**src/rtl/seq_divider_frac.sv**
```systemverilog
// Radix-2 restoring divider: fixed-point quotient (FRAC_W fraction bits) plus remainder,
// one quotient bit per cycle, valid/ready on both sides. Optional macro ROUND_EN adds round-to-nearest.
module seq_divider_frac #(
  parameter  int DIVIDEND_W = 10,
  parameter  int DIVISOR_W  = 3,
  parameter  int FRAC_W     = 10,
  localparam int Q_W        = DIVIDEND_W + FRAC_W
) (
  input  logic                  clk,
  input  logic                  rst,
  input  logic                  in_valid,
  output logic                  in_ready,
  input  logic [DIVIDEND_W-1:0] in_dividend,
  input  logic [DIVISOR_W-1:0]  in_divisor,
  output logic                  out_valid,
  input  logic                  out_ready,
  output logic [Q_W-1:0]        out_quotient,
  output logic [DIVISOR_W-1:0]  out_remainder,
  output logic                  out_dbz
);

  localparam int CNT_W = $clog2(Q_W + 1);

  typedef enum logic [1:0] {IDLE, CALC, DONE} state_t;

  state_t               state_r;
  state_t               state_next;
  logic [DIVISOR_W-1:0] divisor_r;
  logic [DIVISOR_W-1:0] prem_r;
  logic [Q_W-1:0]       shift_r;
  logic [CNT_W-1:0]     cnt_r;
  logic [Q_W-1:0]       quotient_r;
  logic [DIVISOR_W-1:0] remainder_r;
  logic                 dbz_r;

  logic [DIVISOR_W:0]   trial_s;
  logic                 ge_s;
  logic [DIVISOR_W-1:0] prem_next_s;
  logic [Q_W-1:0]       shift_next_s;

`ifdef ROUND_EN
  logic                 guard_phase_r;
  logic                 guard_s;
  logic [Q_W:0]         rounded_s;
  logic [Q_W-1:0]       rounded_sat_s;
`endif

  assign in_ready      = (state_r == IDLE);
  assign out_valid     = (state_r == DONE);
  assign out_quotient  = quotient_r;
  assign out_remainder = remainder_r;
  assign out_dbz       = dbz_r;

  // One restoring step: the shift register shifts dividend bits out at the top and quotient bits in at the bottom.
  always_comb begin
    trial_s      = {prem_r, shift_r[Q_W-1]};
    ge_s         = (trial_s >= {1'b0, divisor_r});
    prem_next_s  = trial_s[DIVISOR_W-1:0];
    if (ge_s) begin
      prem_next_s = DIVISOR_W'(trial_s - {1'b0, divisor_r});
    end else begin
      prem_next_s = trial_s[DIVISOR_W-1:0];
    end
    shift_next_s = Q_W'({shift_r, ge_s});
  end

`ifdef ROUND_EN
  // Guard bit compares twice the final remainder against the divisor; increment saturates.
  always_comb begin
    guard_s       = ({prem_r, 1'b0} >= {1'b0, divisor_r});
    rounded_s     = {1'b0, shift_r} + (Q_W + 1)'(guard_s);
    rounded_sat_s = rounded_s[Q_W-1:0];
    if (rounded_s[Q_W]) begin
      rounded_sat_s = '1;
    end else begin
      rounded_sat_s = rounded_s[Q_W-1:0];
    end
  end
`endif

  // State register.
  always_ff @(posedge clk) begin
    if (rst) begin
      state_r <= IDLE;
    end else begin
      state_r <= state_next;
    end
  end

  // Next-state logic; a zero divisor skips CALC entirely.
  always_comb begin
    state_next = state_r;
    case (state_r)
      IDLE: begin
        if (in_valid) begin
          state_next = (in_divisor == '0) ? DONE : CALC;
        end else begin
          state_next = IDLE;
        end
      end
      CALC: begin
`ifdef ROUND_EN
        if (guard_phase_r) begin
`else
        if (cnt_r == '0) begin
`endif
          state_next = DONE;
        end else begin
          state_next = CALC;
        end
      end
      DONE: begin
        if (out_ready) begin
          state_next = IDLE;
        end else begin
          state_next = DONE;
        end
      end
      default: state_next = IDLE;
    endcase
  end

  // Operand capture, iteration and result registers; results only change on entry to DONE.
  always_ff @(posedge clk) begin
    if (rst) begin
      divisor_r     <= '0;
      prem_r        <= '0;
      shift_r       <= '0;
      cnt_r         <= '0;
      quotient_r    <= '0;
      remainder_r   <= '0;
      dbz_r         <= 1'b0;
`ifdef ROUND_EN
      guard_phase_r <= 1'b0;
`endif
    end else begin
      case (state_r)
        IDLE: begin
          if (in_valid) begin
            divisor_r <= in_divisor;
            prem_r    <= '0;
            shift_r   <= Q_W'(in_dividend) << FRAC_W;
            cnt_r     <= CNT_W'(Q_W - 1);
`ifdef ROUND_EN
            guard_phase_r <= 1'b0;
`endif
            if (in_divisor == '0) begin
              quotient_r  <= '1;
              remainder_r <= '0;
              dbz_r       <= 1'b1;
            end
          end
        end
        CALC: begin
`ifdef ROUND_EN
          if (guard_phase_r) begin
            quotient_r    <= rounded_sat_s;
            remainder_r   <= prem_r;
            dbz_r         <= 1'b0;
            guard_phase_r <= 1'b0;
          end else begin
            prem_r  <= prem_next_s;
            shift_r <= shift_next_s;
            cnt_r   <= cnt_r - CNT_W'(1);
            if (cnt_r == '0) begin
              guard_phase_r <= 1'b1;
            end
          end
`else
          prem_r  <= prem_next_s;
          shift_r <= shift_next_s;
          cnt_r   <= cnt_r - CNT_W'(1);
          if (cnt_r == '0) begin
            quotient_r  <= shift_next_s;
            remainder_r <= prem_next_s;
            dbz_r       <= 1'b0;
          end
`endif
        end
        DONE: begin
          divisor_r <= divisor_r;
        end
        default: begin
          divisor_r <= divisor_r;
        end
      endcase
    end
  end

endmodule

```
**config.mk**
```make
export PLATFORM = sky130hd
export DESIGN_NAME = seq_divider_frac
export DESIGN_NICKNAME = d
export VERILOG_FILES = /design/src/rtl/seq_divider_frac.sv
export SDC_FILE = /design/constraint.sdc
export NUM_CORES = 1
export LEC_CHECK = 0
export BUFFER_PORTS_ARGS = -buffer_cell sky130_fd_sc_hd__buf_4
export CAP_MARGIN = 10
export CORE_MARGIN = 2
export CORE_UTILIZATION = 30
export CTS_CLUSTER_DIAMETER = 120
export DETAILED_ROUTE_END_ITERATION = 10
export GPL_ROUTABILITY_DRIVEN = 0
export GPL_TIMING_DRIVEN = 1
export MAX_ROUTING_LAYER = met4
export PLACE_DENSITY_LB_ADDON = 0.3
export SYNTH_ARGS = -nofsm -noshare
export SYNTH_HDL_FRONTEND = slang
export SYNTH_SLANG_ARGS = --single-unit
```
**constraint.sdc**
```tcl
create_clock -name clk -period 1.8 [get_ports clk]
set_input_delay 0.09 -clock clk [delete_from_list [all_inputs] [get_ports clk]]
set_output_delay 0.09 -clock clk [all_outputs]
set_load 0.01 [all_outputs]
```
==> metrics.md <==
| Metric | Value |
|---|---|
| Rows | 34 |
| # clock sinks | 57 |
| Clock Latency Late Sink | 0.33 ns |
| Syn_area_per_cell | 8.62 µm² |
| Clock power share | 0.379 |
| Post-synth net total | 327 |
| Slowest stage delay, CP | approximately 0.37 ns |
| Worst-path clk slew | 0.07 ns |
| Gr usage total | 0.143 |
| CTS tree | yes |
| Synth Cell Area | 2630 µm² |
| Final setup fails | 0 |
| Detailed-route via count | 2341 |
| Yosys top cell by area | dfxtp_1 |
| Worst min path class | in -> reg |
| Combinational Power Share | 0.241 |
| Core area | ~8600 µm² |
| Vias in the first global route | ~2200 |
| Main synth FF type | dfxtp_1 |
| Net switching power | ~0.0011 W |
| Worst VDD drop | around 340 µV |
| Slowest-stage cell, CP | fa_2 |
| Diodes inserted | 0 |
| Async SR Flop Fraction | 0 |
| Flops & latches, synth | between 50 and 60 |
| Setup WS pre-CTS | -0.0206 ns |
| Sw Ratio | 0.288 |
| DP HPWL | 4400 µm |
| Synth top area share | 0.434 |
| Crit path max-delay family | adder cells |
| Final instance area | 3520 µm² |
| Crit Reg-Reg Startpoint | shift_r[19]$_SDFFE_PP0P_ |
| Slew @ Worst Pin | 0.873 ns |
| Final worst slack | 0.0441 ns |
| CTS root buf | clkbuf_8 |
| Post-DP Area | slightly above 3000 µm² |
| Pre-antenna DRT Iters | 4 |
| Die height | 97.6 µm |
| Vias/cell | 5.01 |
| # fillers | 872 |
| Leak Pwr | about 1.3 nW |
| RSZ-0062 raised after global routing | yes |
| Min Clock Period, post-route | approximately 1.8 ns |
| Internal | 0.00278 W |
| Htree depth | 3 |
| Hold Startpoint | in_divisor[2] |
| Critical-path cell list | inv_2, ha_4, fa_2, nand2b_4, nand3_2, mux2_4, o32ai_2 |
| Share of cells above drive strength 1 | 0.340 |
| Arrival @ worst endpoint | 1.99 ns |
| Post-synthesis cell type count | 37 |
| # IOs | 43 |
| Final core occ | 0.410 |
| Pins Over Slew Limit | 0 |
| R2r setup slk | 0.04 ns |
| Critical Path Start Type | register |
| Antenna-violating nets left | 0 |
| Seq pwr share | 0.381 |
| Required time worst endpoint | just over 2 ns |
| Status | completed |
| Wire length per cell | 14.5 µm |
| First-pass GRT wire length | 10900 µm |
| Largest net degree at the start of global routing | 48 |
| WL final | 6760 µm |
| Area delta synth->final | 33.9% |
| Maximum clock path buffer count | 2 |
| Yosys warns | 0 |
| Register area share after synthesis | 0.434 |
| WP buf/inv | 1 |
| Hold Vio Cnt, Final | 0 |
| Worst r2r dst | out_remainder[1]$_SDFFE_PP0P_ |
| Die ar. | 9530 µm² |
| Chip width | 97.6 µm |
| Drt drc | 0 |
| Nets | 376 |
| Final Cycle Share | 0.976 |
| Hold EP | divisor_r[2]$_SDFFE_PP0P_ |
| Crit Path Category | reg -> reg |
| Critical Path End Type | register |
| Worst Hold Path Cells | 3 |
| Port Buf Inserts | 42 |
| EDFF count, synth | 0 |
| Top cells by area, synth | dfxtp_1, a211oi_2, nand2_1 |
| Max-slew headroom | 0.418 |
| Initial antenna violation count | 0 |
| Pwr/cell area | 1110 nW/µm² |
| Num CTS Buffers | 9 |
| R2R depth | 7 |
| Clk_skew | 0.0103 ns |
| DRT iter0 DRCs | between 100 and 150 |
| Cells after Synth | 305 |
| Maxcap violations | 0 |
| Overflow after GRT | 0 |
| Initial Util | 0.306 |
| FMAX | about 570 MHz |
| Crit path max fanout | 2 |
| Final Power | 0.00390 W |
sequential cells by signal, indices dropped and copies added, names as in the netlist:
register,count
out_dbz,1
prem_r,3
out_remainder,3
divisor_r,3
shift_r,20
cnt_r,5
out_quotient,20
state_r,2
worst max path at each step:
stage | from | endpoint | slack (ns) | cells past startpoint
final | shift_r[19]$_SDFFE_PP0P_ | out_remainder[1]$_SDFFE_PP0P_ | 0.04 | 7
after global routing | shift_r[19]$_SDFFE_PP0P_ | prem_r[2]$_SDFFE_PP0P_ | -0.04 | 8
after global placement | shift_r[19]$_SDFFE_PP0P_ | out_remainder[2]$_SDFFE_PP0P_ | 0.03 | 8
after detailed placement | shift_r[19]$_SDFFE_PP0P_ | out_remainder[1]$_SDFFE_PP0P_ | -0.02 | 7
after floorplan | shift_r[19]$_SDFFE_PP0P_ | out_remainder[1]$_SDFFE_PP0P_ | 0.02 | 7
after CTS | shift_r[19]$_SDFFE_PP0P_ | out_remainder[1]$_SDFFE_PP0P_ | 0.02 | 7
stage by stage:
step / setup TNS (ns) / cells / hold WS, ns
floorplan: 0 / 305 / 0.226
global placement: 0 / 448 / 0.350
detailed placement: -0.0206 / 448 / 0.360
CTS: 0 / 464 / 0.00808
global route: -0.0998 / 467 / 0.0339
finish: 0 / 467 / 0.0153
cell families (layout without fill, tap and decap cells):
logic type                 after synthesis  count (layout)  share of synthesized area
AOI/OAI and AO/OA                       70              70                      0.219
adders and majority gates                5               5                     0.0267
DFF                                     57              57                      0.434
muxes                                    1               1                    0.00428
buffers and inverters                   55             109                     0.0904
and+or+nand+nor                        116             116                      0.222
xor gates and xnor gates                 1               1                    0.00333
worst register-to-register path: cells and delay by family (launching register included):
| kind | cells | cell delay [ns] |
|---|---|---|
| buffers and inverters | 1 | 0.05 |
| AOI/OAI and AO/OA | 1 | 0.20 |
| and+or+nand+nor | 2 | 0.25 |
| adders and majority gates | 2 | 0.52 |
| DFF | 1 | 0.33 |
| muxes | 1 | 0.32 |
cell type report:
type / instances / area (µm²) / area share
multi-input cells: 193 / 1370 / 0.390
well taps: 108 / 135 / 0.0384
clock inverters: 5 / 103 / 0.0292
clock buffers: 11 / 141 / 0.0402
repair buffers: 64 / 514 / 0.146
inverters: 29 / 109 / 0.0309
flip-flops and latches: 57 / 1140 / 0.325
timing repair:
| action | 4_1_cts | 5_1_grt |
|---|---|---|
| endpoints found under the setup margin | 1 | 25 |
| pin swaps | 0 | 11 |
| gates resized for setup | 3 | 21 |
| cloned | 0 | 1 |
| buffers inserted | 0 | 2 |
| hold buffers | 0 | 0 |
power groups by stage:
| stage | Combinational, W | Sequential, W | Clock [W] |
|---|---|---|---|
| floorplan | 0.000514 | 0.00152 | 0 |
| global placement | 0.000823 | 0.00151 | 0 |
| detailed placement | 0.000831 | 0.00151 | 0 |
| CTS | 0.000851 | 0.00148 | 0.00150 |
| global route | 0.00103 | 0.00150 | 0.00156 |
| finish | 0.000939 | 0.00149 | 0.00148 |
metal layers:
layer / GRT usage / share of wire / vias to the layer above
li1: - / - / 1168
met1: 0.194 / 0.49 / 1098
met2: 0.209 / 0.45 / 63
met3: 0.0288 / 0.048 / 12
met4: 0.0556 / 0.016 / 0
met5: - / 0 / -
Yosys cell counts (2+ instances only):
library cell,n
dfxtp_1,57
nand2_1,40
inv_1,29
a21oi_1,23
a211oi_2,20
nor4_1,20
nor2_1,16
clkbuf_1,15
nand3_1,15
a311oi_1,10
nor3_1,8
buf_2,7
nor2b_1,5
ha_1,4
nand2b_1,4
a211oi_1,3
buf_6,3
o21ai_0,3
a31oi_1,2
o211ai_1,2
o21a_1,2
or2_1,2
placed cells by master, fill, tap and decap left out, types with 3 or more instances in the layout:
| cell | synthesis | routed |
|---|---|---|
| a211oi_1 | 3 | 3 |
| a211oi_2 | 20 | 20 |
| a21oi_1 | 23 | 23 |
| a311oi_1 | 10 | 10 |
| buf_4 | 0 | 61 |
| bufinv_16 | 0 | 3 |
| clkbuf_8 | 0 | 10 |
| dfxtp_1 | 57 | 55 |
| inv_1 | 29 | 28 |
| nand2_1 | 40 | 40 |
| nand2b_1 | 4 | 3 |
| nand3_1 | 15 | 14 |
| nor2_1 | 16 | 16 |
| nor2b_1 | 5 | 4 |
| nor3_1 | 8 | 8 |
| nor4_1 | 20 | 14 |
| nor4_2 | 0 | 6 |
| o21ai_0 | 3 | 3 |
Note: power is estimated with default switching activity, not from simulation.
